File: config.mk
export PLATFORM = sky130hd
export DESIGN_NAME = sd_converter_flat
export DESIGN_NICKNAME = d
export VERILOG_FILES = /design/src/rtl/sd_converter_if.sv /design/src/rtl/sd_converter.sv /design/src/flat_wrapper.sv
export SDC_FILE = /design/constraint.sdc
export NUM_CORES = 1
export LEC_CHECK = 0
export ABC_AREA = 1
export BUFFER_PORTS_ARGS = -buffer_cell sky130_fd_sc_hd__buf_2
export CAP_MARGIN = 40
export CORE_MARGIN = 2
export CORE_UTILIZATION = 50
export DETAILED_ROUTE_END_ITERATION = 8
export PLACE_DENSITY_LB_ADDON = 0.3
export SYNTH_ARGS = -nofsm -noshare
export SYNTH_HDL_FRONTEND = slang
export SYNTH_SLANG_ARGS = --single-unit
File: constraint.sdc
create_clock -name clk_i -period 1.3 [get_ports clk_i]
set_input_delay 0.39 -clock clk_i [delete_from_list [all_inputs] [get_ports clk_i]]
set_output_delay 0.39 -clock clk_i [all_outputs]
set_load 0.02 [all_outputs]
File: src/rtl/sd_converter_if.sv
// Handshake bundle for the stochastic-to-digital converter: stream input side,
// result output side and the busy status flag.
interface sd_converter_if #(
    parameter int PRECISION = 8
);
    logic                 start;
    logic                 in_valid;
    logic                 in;
    logic                 in_ready;
    logic [PRECISION-1:0] out;
    logic                 out_valid;
    logic                 out_ready;
    logic                 busy;

    // Converter side
    modport slave (
        input  start,
        input  in_valid,
        input  in,
        input  out_ready,
        output in_ready,
        output out,
        output out_valid,
        output busy
    );

    // Producer / consumer side
    modport master (
        output start,
        output in_valid,
        output in,
        output out_ready,
        input  in_ready,
        input  out,
        input  out_valid,
        input  busy
    );
endinterface

File: src/rtl/sd_converter.sv
// Stochastic-to-digital converter. Counts the 1s of a unipolar bitstream over a
// window of 2^PRECISION-1 valid samples (one full LFSR period) and presents the
// count as a PRECISION-bit result with a valid/ready handshake.
// PRECISION must be at least 2.
module sd_converter #(
    parameter int PRECISION = 8
) (
    input  logic          clk_i,
    input  logic          rst_ni,
    sd_converter_if.slave bus
);

    typedef enum logic [1:0] {
        IDLE  = 2'd0,
        ACCUM = 2'd1,
        DONE  = 2'd2
    } state_t;

    // Value of the sample counter when the W-th (last) sample of a window arrives.
    localparam logic [PRECISION-1:0] LAST_SAMPLE = {{(PRECISION-1){1'b1}}, 1'b0};
    localparam logic [PRECISION-1:0] ZERO        = {PRECISION{1'b0}};
    localparam logic [PRECISION-1:0] ONE         = {{(PRECISION-1){1'b0}}, 1'b1};

    state_t               state_q, state_d;
    logic [PRECISION-1:0] ones_q, ones_d;
    logic [PRECISION-1:0] samples_q, samples_d;
    logic [PRECISION-1:0] out_q, out_d;
    logic [PRECISION-1:0] bit_inc_s;

    // The stream bit widened to counter width; a window never exceeds 2^P-1 ones.
    assign bit_inc_s = {{(PRECISION-1){1'b0}}, bus.in};

    // Next-state logic: window control, sample/ones accumulation and result capture.
    always_comb begin
        state_d   = state_q;
        ones_d    = ones_q;
        samples_d = samples_q;
        out_d     = out_q;
        case (state_q)
            IDLE: begin
                if (bus.start) begin
                    ones_d    = ZERO;
                    samples_d = ZERO;
                    state_d   = ACCUM;
                end else begin
                    state_d   = IDLE;
                end
            end
            ACCUM: begin
                if (bus.in_valid) begin
                    samples_d = samples_q + ONE;
                    ones_d    = ones_q + bit_inc_s;
                    if (samples_q == LAST_SAMPLE) begin
                        // Last sample of the window counts toward the result directly.
                        out_d   = ones_q + bit_inc_s;
                        state_d = DONE;
                    end else begin
                        state_d = ACCUM;
                    end
                end else begin
                    state_d = ACCUM;
                end
            end
            DONE: begin
                if (bus.out_ready) begin
                    if (bus.start) begin
                        // Back-to-back window without passing through IDLE.
                        ones_d    = ZERO;
                        samples_d = ZERO;
                        state_d   = ACCUM;
                    end else begin
                        state_d   = IDLE;
                    end
                end else begin
                    state_d = DONE;
                end
            end
            default: begin
                state_d = IDLE;
            end
        endcase
    end

    // State, counters and result register; reset discards any partial window.
    always_ff @(posedge clk_i or negedge rst_ni) begin
        if (!rst_ni) begin
            state_q   <= IDLE;
            ones_q    <= ZERO;
            samples_q <= ZERO;
            out_q     <= ZERO;
        end else begin
            state_q   <= state_d;
            ones_q    <= ones_d;
            samples_q <= samples_d;
            out_q     <= out_d;
        end
    end

    // Outputs are the result register or decoded from the registered state.
    assign bus.out       = out_q;
    assign bus.out_valid = (state_q == DONE);
    assign bus.in_ready  = (state_q == ACCUM);
    assign bus.busy      = (state_q != IDLE);

endmodule

File: src/flat_wrapper.sv
// flat-port wrapper written by rule: the top's interface ports become plain ports
module sd_converter_flat 
#(
    parameter int PRECISION = 8
)
  (clk_i, rst_ni, bus_start, bus_in_valid, bus_in, bus_out_ready, bus_in_ready, bus_out, bus_out_valid, bus_busy);
  sd_converter_if #(.PRECISION(PRECISION)) bus_i ();
  input  logic clk_i;
  input  logic rst_ni;
  input wire logic [$bits(bus_i.start)-1:0] bus_start;
  input wire logic [$bits(bus_i.in_valid)-1:0] bus_in_valid;
  input wire logic [$bits(bus_i.in)-1:0] bus_in;
  input wire logic [$bits(bus_i.out_ready)-1:0] bus_out_ready;
  output wire logic [$bits(bus_i.in_ready)-1:0] bus_in_ready;
  output wire logic [$bits(bus_i.out)-1:0] bus_out;
  output wire logic [$bits(bus_i.out_valid)-1:0] bus_out_valid;
  output wire logic [$bits(bus_i.busy)-1:0] bus_busy;
  assign bus_i.start = bus_start;
  assign bus_i.in_valid = bus_in_valid;
  assign bus_i.in = bus_in;
  assign bus_i.out_ready = bus_out_ready;
  assign bus_in_ready = bus_i.in_ready;
  assign bus_out = bus_i.out;
  assign bus_out_valid = bus_i.out_valid;
  assign bus_busy = bus_i.busy;
  sd_converter #(.PRECISION(PRECISION)) u_core (.clk_i(clk_i), .rst_ni(rst_ni), .bus(bus_i));
endmodule
==> key figures, run 1 <==
Outcome
  • Status: finished with violations
  • Violated checks: negative setup slack

Layout
  • Ant diodes: 0
  • Filler instances: approximately 160
  • Synthesis-to-finish area growth: 44.6%
  • Fin util: 74.9%
  • Area of the multi-input gates: 822 um2
  • Nets: 235
  • Register area: 653 um2
  • Layout cells sized above 1: 39.3%
  • Final instance area: between 2000 and 2500 um2

Pwr
  • PD cells: between 1000 and 1500 nW/um2
  • Pleak: approximately 1.0 nW
  • VDD IR max: 1.20 mV

Placement
  • Dpl cell area: 1610 um2
  • Pre-CTS WS: -0.186 ns
  • RePlAce Congestion: roughly 0.85
  • PortBufs: 16
  • Half-perimeter wire length after placement: 2260 um

Worst setup path
  • Worst-path fanout max: 7
  • Arrival @ worst endpoint: 1.76 ns
  • Startpoint type of the worst setup path: register
  • WP data required: between 1.5 and 2 ns
  • Crit. End Element: register
  • Critical path class: register to register

Global routing
  • Vias in the first global route: 1,216
  • Grt total ovfl: 0
  • Antenna violations before repair: 0
  • Total GRT Usage: 21.7%
  • Largest net degree at the start of global routing: 27
  • First-pass GRT wire length: roughly 5500 um

Yosys
  • Synth top area share: 46.3%
  • Syn. warnings: 0
  • Main synth FF type: dfrtp_1
  • Asr flop ratio synth: 100%
  • Top-count cell post-synth: nand2_1
  • Area contributors post-synth: dfrtp_1 (46%), nand2_1 (19%), nand3_1 (5.7%)
  • Most frequent cells after synthesis: nand2_1 (70), dfrtp_1 (26), nand3_1 (16)
  • Average size of a mapped cell: 7.84 um2
  • Post-synth design cell area: 1400 um2
  • Sequential-to-total area share from yosys stat: 46.3%
  • Area leader, netlist: dfrtp_1
  • Post-synth EDFFs: 0
  • Syn nets: approximately 190
  • Cell variety after synth: 24
  • Post-Syn Instances: 179
  • Flops & latches, synth: 26

Detailed routing
  • Wirelength per Cell: 16.4 um
  • Vias post-DR: 1,407
  • Final antenna-violating net count: 0
  • Final WL: 4180 um
  • Drt first pass iters: 4
  • Post-route DRC violation count: 0
  • DR vias/cell: 5.52
  • DRT iter0 DRCs: 81

Timing
  • Fmax: 0.653 GHz
  • Post-route setup slack: -0.232 ns
  • Final Cycle Share: 118%
  • Hold Fails Final Rpt: 0
  • TNS Setup: -2.88 ns
  • Final Setup Violations: 25
  • Slew @ Worst Pin: ~0.34 ns
  • Relative slew slack: 77.3%
  • Worst Skew: ~0.013 ns
  • Hold Slack: roughly 0.022 ns
  • Max-slew violations: 0
  • RSZ-0062 raised after global routing: true
  • Final min period: 1.53 ns

Clock tree
  • Sink Count: 26
  • Root Buffer: clkbuf_4
  • Worst-case clock buffer depth: 2
  • CTS clk-pin slew, worst paths: 0.16 ns
  • CTS tree: done
  • # hold bufs at CTS: 0
  • H-tree levels: 1
  • Clock Latency Late Sink: 0.33 ns
  • CTS Buf Count: 3

Floorplan
  • Full die area: 3250 um2
  • Initial Util: approximately 52%
  • Overall die width: 57.0 um
  • Row cnt: 19
  • IO Pins: 17
  • Die H: 57.0 um
  • Core area: between 2000 and 3000 um2

Run
  • Max-Cap Viols: 0

Min path
  • Min-Delay Path Class: input port to async pin
-- routing by layer --
metal | GRT usage (%) | up-vias | wire, um
met1 | 29.2 | 691 | 1710
met3 | 3.40 | 14 | 159
met5 | 0 | - | 0
met4 | 6.31 | 0 | 118
li1 | - | 653 | -
met2 | 36.5 | 49 | 2200
-- cell type report --
| class | count | area share, % |
|---|---|---|
| Timing Repair inverter | 1 | 0.370 |
| Clock inverter | 1 | 1.48 |
| Tap cell | 31 | 1.91 |
| Clock buffer | 3 | 1.11 |
| Multi-Input combinational cell | 129 | 40.5 |
| Timing Repair Buffer | 44 | 18.2 |
| Inverter | 20 | 4.19 |
| Sequential cell | 26 | 32.2 |
-- sequential cells by signal, indices dropped and copies added, names as in the netlist --
signal / count
u_core.ones_q: 8
u_core.bus.out: 8
u_core.samples_q: 8
u_core.state_q: 2
-- layout by cell type (no fill, tap or decap), types with 4 or more instances in the layout --
cell type and count:
o21ai_1 6, nand2_2 4, buf_2 5, nand3_1 12
nand2_4 4, nand4_1 5, nor2_1 4, buf_6 14
o21ai_2 5, dfrtp_1 24, buf_4 25, inv_1 14
nor2_4 5, nand2_1 66
-- stage by stage --
| step | total power, W | instances |
|---|---|---|
| global placement | 0.00162 | 234 |
| CTS | 0.00232 | 245 |
| detailed placement | 0.00167 | 234 |
| finish | 0.00248 | 255 |
| floorplan | 0.00142 | 179 |
| global route | 0.00262 | 255 |
-- what timing repair did --
action	in CTS	in global routing
cloned	1	0
resized for setup	19	42
endpoints found under the setup margin	12	35
setup buffers	6	10
pin swaps	3	12
-- where the power goes --
group	total [W]	switching [W]	internal [W]
sequential	0.00107	0.000154	0.000920
clock	0.000573	0.000262	0.000312
combinational	0.000835	0.000443	0.000391
total	0.00248	0.000859	0.00162
-- kinds of logic (layout without fill, tap and decap cells) --
kind of cell | Yosys count | in the layout | synth area share, %
AOI/OAI and AO/OA | 15 | 15 | 6.15
adders and majority gates | 4 | 4 | 3.57
and+or+nand+nor | 107 | 107 | 34.8
buffers and inverters | 24 | 69 | 7.22
xor gates and xnor gates | 3 | 3 | 1.87
DFF | 26 | 26 | 46.3
-- worst max-delay path, stage by stage (launching register included) --
cell	delay (ns)
dfrtp_1	0.42
inv_2	0.11
nand2_4	0.08
buf_6	0.14
nand2_4	0.06
nand2_4	0.06
nor2_4	0.15
clkinvlp_4	0.22
nand2_1	0.14
nand2_1	0.06
-- worst paths after layout --
check	from	to	slack [ns]	depth (start not counted)
worst max-delay path	u_core.state_q[1]	u_core.samples_q[7]	-0.23	9
worst min-delay path	rst_ni	u_core.bus.out[1]	0.02	2
worst max register to register	u_core.state_q[1]	u_core.samples_q[7]	-0.23	9
worst min register to register	u_core.samples_q[5]	u_core.samples_q[5]	0.56	2
max in group asynchronous	rst_ni	u_core.state_q[0]	1.00	2
min in group clk_i	bus_start	u_core.state_q[0]	0.34	3
No activity file was read; power rests on OpenSTA's default activity.
==> run 2, diff against run 1 <==
--- a/config.mk
+++ b/config.mk
@@ -9,7 +9,7 @@
 export BUFFER_PORTS_ARGS = -buffer_cell sky130_fd_sc_hd__buf_2
 export CAP_MARGIN = 40
 export CORE_MARGIN = 2
-export CORE_UTILIZATION = 50
+export CORE_UTILIZATION = 51
 export DETAILED_ROUTE_END_ITERATION = 8
 export PLACE_DENSITY_LB_ADDON = 0.3
 export SYNTH_ARGS = -nofsm -noshare
==> run 2 against run 1 <==
Effect of this change:
- the run still ends with negative setup slack left
- combinational power rose by 19%
- highest routed layer unchanged
- first-iteration DRC count rose by 19%
- hold slack improved by 0.32 ns
- critical path type is now register to output port
- die area fell by 1.8%
- total power rose by 6.7%
==> key figures, run 2 (synthesis gave the netlist of run 1 again) <==
Timing
  • Worst Skew: 0.0164 ns (was 0.0132 ns)
  • Slew @ Worst Pin: 0.324 ns (was 0.341 ns)
  • Relative slew slack: 78.4% (was 77.3%)
  • Final Cycle Share: 118% (about the same)
  • Final min period: 1.53 ns (about the same)
  • Fmax: 0.655 GHz (was 0.653 GHz)
  • Hold Fails Final Rpt: 0 (unchanged)
  • Max-slew violations: 0 (unchanged)
  • RSZ-0062 raised after global routing: true (unchanged)
  • Final Setup Violations: 27 (was 25)
  • Post-route setup slack: -0.228 ns (was -0.232 ns)

Outcome
  • Violated checks: negative setup slack (unchanged)
  • Status: finished with violations (unchanged)

Detailed routing
  • Post-route DRC violation count: 0 (unchanged)
  • Final WL: 4590 um (was 4180 um)
  • Drt first pass iters: 7 (was 4)
  • Final antenna-violating net count: 0 (unchanged)
  • DR vias/cell: 5.66 (was 5.52)
  • Wirelength per Cell: 17.7 um (was 16.4 um)
  • Vias post-DR: 1,472 (was 1,407)
  • DRT iter0 DRCs: 96 (was 81)

Placement
  • Half-perimeter wire length after placement: 2190 um (was 2260 um)
  • Dpl cell area: 1610 um2 (about the same)
  • Pre-CTS WS: -0.169 ns (was -0.186 ns)
  • # placed instances: 233 (was 234)
  • PortBufs: 16 (unchanged)
  • RePlAce Congestion: 0.850 (was 0.854)

Clock tree
  • Root Buffer: clkbuf_4 (unchanged)
  • H-tree levels: 1 (unchanged)
  • Sink Count: 26 (unchanged)
  • CTS tree: done (unchanged)
  • Worst-case clock buffer depth: 2 (unchanged)
  • Clock Latency Late Sink: 0.33 ns (about the same)
  • CTS clk-pin slew, worst paths: 0.16 ns (about the same)
  • CTS Buf Count: 3 (unchanged)

Pwr
  • VDD IR max: 1.09 mV (was 1.20 mV)
  • PD cells: 1240 nW/um2 (was 1220 nW/um2)
  • Pleak: 1.08 nW (was 1.03 nW)

Min path
  • HP Start: bus_start
  • Hold EP: u_core.state_q[0]
  • Min-Delay Path Class: input port to register (was input port to async pin)
  • Hold path depth: 3

Worst setup path
  • R2R Path End: u_core.samples_q[1] (was u_core.samples_q[7])
  • Critical path launch point: u_core.state_q[1] (unchanged)
  • Critical path class: register to output port (was register to register)
  • CP dominant cell by count: inv_2 (was nand2_4)
  • Worst-path fanout max: 4 (was 7)
  • Reg-to-reg startpoint: u_core.state_q[1] (unchanged)
  • Critical-path cell list: inv_2 -> nand2_4 -> inv_2 -> buf_6 (was inv_2 -> nand2_4 -> buf_6 -> nand2_4 -> nand2_4 -> nor2_4 -> clkinvlp_4 -> nand2_1 -> nand2_1)
  • WP data required: 0.91 ns (was 1.53 ns)
  • Crit path largest cell delay: 0.43 ns (was 0.42 ns)
  • Reg2reg setup slack: -0.22 ns (was -0.23 ns)
  • Startpoint type of the worst setup path: register (unchanged)
  • Arrival @ worst endpoint: 1.14 ns (was 1.76 ns)
  • CP max-delay cell: dfrtp_1 (unchanged)
  • Crit. End Element: output port (was register)
  • Reg2reg path depth: 9 (unchanged)

Floorplan
  • Overall die width: 56.5 um (was 57.0 um)
  • IO Pins: 17 (unchanged)
  • Core area: 2690 um2 (was 2710 um2)
  • Row cnt: 19 (unchanged)
  • Initial Util: 52.3% (was 51.8%)
  • Full die area: 3190 um2 (was 3250 um2)
  • Die H: 56.5 um (was 57.0 um)

Layout
  • Most frequent cells in the layout: nand2_1 (51), buf_4 (27), dfrtp_1 (25) (was nand2_1 (66), buf_4 (25), dfrtp_1 (24))
  • Non-Filler Instances: 260 (was 255)
  • Ant diodes: 0 (unchanged)
  • Layout cells sized above 1: 48.5% (was 39.3%)
  • Commonest non-fill, non-tap cell in the layout: nand2_1 (unchanged)
  • Nets: 240 (was 235)
  • Final instance area: 2130 um2 (was 2030 um2)
  • Synthesis-to-finish area growth: 51.7% (was 44.6%)

Global routing
  • Vias in the first global route: 1,177 (was 1,216)
  • Grt total ovfl: 0 (unchanged)
  • Largest net degree at the start of global routing: 16 (was 27)
  • First-pass GRT wire length: 5440 um (was 5520 um)
  • Total GRT Usage: 21.5% (was 21.7%)
  • Antenna violations before repair: 0 (unchanged)

Run
  • Max-Cap Viols: 0 (unchanged)
[run 2: timing repair]
action / CTS / global route
endpoints found under the hold margin: 12 / 0
hold buffers: 1 / 0
resized for setup: 17 / 67
setup endpoints to repair: 12 / 35
pin swaps: 1 / 21
gates cloned: 1 / 1
buffers inserted: 7 / 14
[run 2: cell type report]
type,count,area [um2]
fillers,146,557
well taps,31,38.8
repair buffers,49,427
multi-input cells,129,866
inverters,20,87.6
repair inverters,1,6.26
flip-flops and latches,26,652
clock buffers,3,22.5
clock inverters,1,30.0
[run 2: power by group]
part / switching [W] / internal [W]
Combinational: 0.000518 / 0.000473
Clock: 0.000260 / 0.000312
Sequential: 0.000166 / 0.000918
[run 2: how the worst max path moves through the flow]
stage                                to  slack [ns]  cells past startpoint
detailed placement     u_core.ones_q[6]       -0.17                      8
CTS                        bus_in_ready       -0.19                      4
finish                     bus_in_ready       -0.23                      4
global route        u_core.samples_q[1]       -0.26                      9
global placement      u_core.bus.out[6]       -0.13                      8
floorplan             u_core.bus.out[4]       -0.04                     10
[run 2: per-stage QoR]
stage / total power [W] / util (%) / hold WS (ns) / TNS (ns)
global route: 0.00277 / 79.3 / 0.334 / -4.88
finish: 0.00265 / 79.3 / 0.345 / -3.26
global placement: 0.00163 / 60.0 / 0.292 / -0.682
CTS: 0.00233 / 66.6 / 0.327 / -0.605
floorplan: 0.00142 / - / 0.0944 / -0.183
detailed placement: 0.00166 / 60.0 / 0.296 / -1.16
[run 2: worst max-delay path, delay by kind of cell (launching register included)]
| kind | cells | cell delay [ns] |
|---|---|---|
| buf+inv | 3 | 0.30 |
| flops | 1 | 0.43 |
| simple gates | 1 | 0.07 |
[run 2: layer usage]
metal	up-vias	wire length, um	GRT usage, %
li1	669	-	-
met4	0	116	4.08
met2	81	2440	33.9
met5	-	0	0
met3	14	303	4.15
met1	708	1730	31.1
==> run 3, diff against run 2 <==
--- a/config.mk
+++ b/config.mk
@@ -9,7 +9,8 @@
 export BUFFER_PORTS_ARGS = -buffer_cell sky130_fd_sc_hd__buf_2
 export CAP_MARGIN = 40
 export CORE_MARGIN = 2
-export CORE_UTILIZATION = 51
+export CORE_UTILIZATION = 61
+export CTS_CLUSTER_DIAMETER = 50
 export DETAILED_ROUTE_END_ITERATION = 8
 export PLACE_DENSITY_LB_ADDON = 0.3
 export SYNTH_ARGS = -nofsm -noshare
==> constraint.sdc (replaced) <==
create_clock -name clk_i -period 1.9 [get_ports clk_i]
set_input_delay 0.57 -clock clk_i [delete_from_list [all_inputs] [get_ports clk_i]]
set_output_delay 0.57 -clock clk_i [all_outputs]
set_load 0.02 [all_outputs]
==> run 3 against run 2 <==
Effect of this change:
- critical path depth unchanged
- cell count decreased by 13%
- first-iteration DRC count decreased by 73%
- largest power group unchanged
- register-to-register slack improved by 0.61 ns
- total power decreased by 51%
- die area decreased by 15%
- sequential cell count unchanged
- the run now ends clean
- routed wire length decreased by 37%
- sequential power decreased by 33%
- combinational power decreased by 68%
==> key figures, run 3 (synthesis gave the netlist of run 1 again) <==
Worst setup path
  • CP dominant cell by count: inv_2 (unchanged)
  • Reg-to-reg startpoint: u_core.samples_q[0] (was u_core.state_q[1])
  • Crit. End Element: output port (unchanged)
  • Family with the most delay on the worst path: flip-flops (unchanged)
  • WP data required: 1.33 ns (was 0.91 ns)
  • Reg2reg path depth: 9 (unchanged)
  • Critical path class: register to output port (unchanged)
  • Reg2reg setup slack: 0.39 ns (was -0.22 ns)
  • Critical-path cell list: inv_2 -> nand2_2 -> inv_2 -> buf_2 (was inv_2 -> nand2_4 -> inv_2 -> buf_6)
  • CP max-delay cell: dfrtp_1 (unchanged)
  • CP bufs+invs: 3 (unchanged)
  • Startpoint type of the worst setup path: register (unchanged)
  • Worst-path fanout max: 5 (was 4)
  • Arrival @ worst endpoint: 1.21 ns (was 1.14 ns)
  • Crit path largest cell delay: 0.42 ns (was 0.43 ns)
  • R2R Path End: u_core.bus.out[3] (was u_core.samples_q[1])

Placement
  • # placed instances: 221 (was 233)
  • PortBufs: 16 (unchanged)
  • RePlAce Congestion: 0.771 (was 0.850)
  • Half-perimeter wire length after placement: 2090 um (was 2190 um)

Pwr
  • Internal: 0.000867 W (was 0.00170 W)
  • Pleak: 0.860 nW (was 1.08 nW)
  • PD cells: 847 nW/um2 (was 1240 nW/um2)
  • VDD IR max: 0.597 mV (was 1.09 mV)
  • Switching Fraction: 33.8% (was 35.7%)
  • Combinational group share of total power: 24.2% (was 37.4%)
  • Psw: 0.000442 W (was 0.000945 W)
  • Register share of total power: 55.1% (was 41.0%)
  • Clock share of power: 20.8% (was 21.6%)

Global routing
  • Grt total ovfl: 0 (unchanged)
  • Total GRT Usage: 24.6% (was 21.5%)
  • First-pass GRT wire length: 4980 um (was 5440 um)
  • GRT Max-Usage Layer: met2 (unchanged)
  • Antenna violations before repair: 0 (unchanged)
  • M1 GR Usage: 29.4% (was 31.1%)
  • Largest net degree at the start of global routing: 27 (was 16)
  • Grt met3 use: 3.74% (was 4.15%)
  • GR met2 Demand/Resource: 43.5% (was 33.9%)
  • Vias in the first global route: 1,165 (was 1,177)

Clock tree
  • Clock Latency Late Sink: 0.31 ns (was 0.33 ns)
  • Root Buffer: clkbuf_4 (unchanged)
  • Cts repair resizes: 0 (was 17)
  • Sink Count: 26 (unchanged)
  • CTS tree: done (unchanged)
  • H-tree levels: 1 (unchanged)
  • Worst-case clock buffer depth: 2 (unchanged)
  • CTS clk-pin slew, worst paths: 0.14 ns (was 0.16 ns)
  • CTS Buf Count: 3 (unchanged)
  • Postcts setup bufs: 0 (was 7)
  • # hold bufs at CTS: 0 (was 1)

Timing
  • Final min period: 1.78 ns
  • Relative slew slack: 61.0% (was 78.4%)
  • Fmax: 0.563 GHz
  • RSZ-0062 raised after global routing: false (was true)
  • Slew @ Worst Pin: 0.585 ns (was 0.324 ns)
  • Max-slew violations: 0 (unchanged)
  • Worst Skew: 0.00243 ns (was 0.0164 ns)
  • Final Cycle Share: 93.5%
  • Final Setup Violations: 0 (was 27)
  • Hold Fails Final Rpt: 0 (unchanged)
  • TNS Setup: 0 ns (was -3.26 ns)

Floorplan
  • IO Pins: 17 (unchanged)
  • Initial Util: 64.1% (was 52.3%)
  • Core area: 2190 um2 (was 2690 um2)
  • Row cnt: 17 (was 19)
  • Overall die width: 52.0 um (was 56.5 um)
  • Die H: 52.0 um (was 56.5 um)
  • Full die area: 2700 um2 (was 3190 um2)

Outcome
  • Status: complete, no violations (was finished with violations)

Detailed routing
  • DRT iter0 DRCs: 26 (was 96)
  • Drt first pass iters: 4 (was 7)
  • Wirelength per Cell: 12.8 um (was 17.7 um)
  • Final antenna-violating net count: 0 (unchanged)
  • Post-route DRC violation count: 0 (unchanged)
  • Final WL: 2880 um (was 4590 um)
  • DR vias/cell: 5.32 (was 5.66)
  • Vias post-DR: 1,196 (was 1,472)

Min path
  • Min-Delay Path Class: input port to async pin (was input port to register)

Layout
  • Non-Filler Instances: 225 (was 260)
  • Nets: 208 (was 240)
  • Synthesis-to-finish area growth: 9.98% (was 51.7%)
  • Register area: 651 um2 (was 652 um2)
  • Commonest non-fill, non-tap cell in the layout: nand2_1 (unchanged)
  • Filler instances: 180 (was 146)
  • Ant diodes: 0 (unchanged)
  • Layout cells sized above 1: 19.3% (was 48.5%)
  • Most frequent cells in the layout: nand2_1 (70), dfrtp_1 (26), nand3_1 (16), buf_2 (16), inv_1 (15) (was nand2_1 (51), buf_4 (27), dfrtp_1 (25))
  • Area of the multi-input gates: 652 um2 (was 866 um2)

Run
  • Max-Cap Viols: 0 (unchanged)
## run 3: cell count changes in the layout (fill, tap and decap cells not counted), moves of 6 or more
cell | before | now
buf_2 | 5 | 16
buf_4 | 27 | 2
buf_6 | 15 | 0
nand2_1 | 51 | 70
nand2_2 | 18 | 3
nand3_1 | 10 | 16
o21ai_2 | 8 | 2
## run 3: area by class of cell
type | count | area share [%]
multi-input combinational | 129 | 42.2
sequential | 26 | 42.1
timing repair buffer | 18 | 6.16
inverter | 20 | 4.86
clock buffer | 4 | 2.35
tap | 28 | 2.27
## run 3: routing by layer
metal | vias up | wire length [um]
li1 | 604 | -
met1 | 561 | 1230
met2 | 25 | 1490
met3 | 6 | 108
met4 | 0 | 40
met5 | - | 0
## run 3: power by group through the flow
stage                     Sequential (W)  Clock (W)  Combinational [W]
after floorplan                 0.000708          0           0.000241
after global placement          0.000722          0           0.000297
after detailed placement        0.000728          0           0.000316
after CTS                       0.000719   0.000278           0.000318
after global routing            0.000738   0.000293           0.000366
final                           0.000720   0.000271           0.000316
## run 3: stage by stage
stage	setup slack (ns)	power [W]	util, %	hold WS (ns)	cell area [um2]
finish	0.123	0.00131	70.5	0.236	1540
floorplan	0.413	0.000949	-	0.274	1400
global route	0.0471	0.00140	70.5	0.274	1540
CTS	0.114	0.00132	70.5	0.243	1540
detailed placement	0.205	0.00104	68.8	0.453	1510
global placement	0.264	0.00102	68.8	0.451	1510
## run 3: worst max-delay path by stage
stage | startpoint | end | slack [ns] | cells after the start
final | u_core.state_q[1] | bus_in_ready | 0.12 | 4
after global routing | u_core.state_q[1] | bus_in_ready | 0.05 | 4
after CTS | u_core.state_q[1] | bus_in_ready | 0.11 | 4
after detailed placement | bus_in | u_core.ones_q[4] | 0.20 | 6
after global placement | bus_in | u_core.ones_q[4] | 0.26 | 6
after floorplan | bus_in | u_core.ones_q[4] | 0.41 | 5
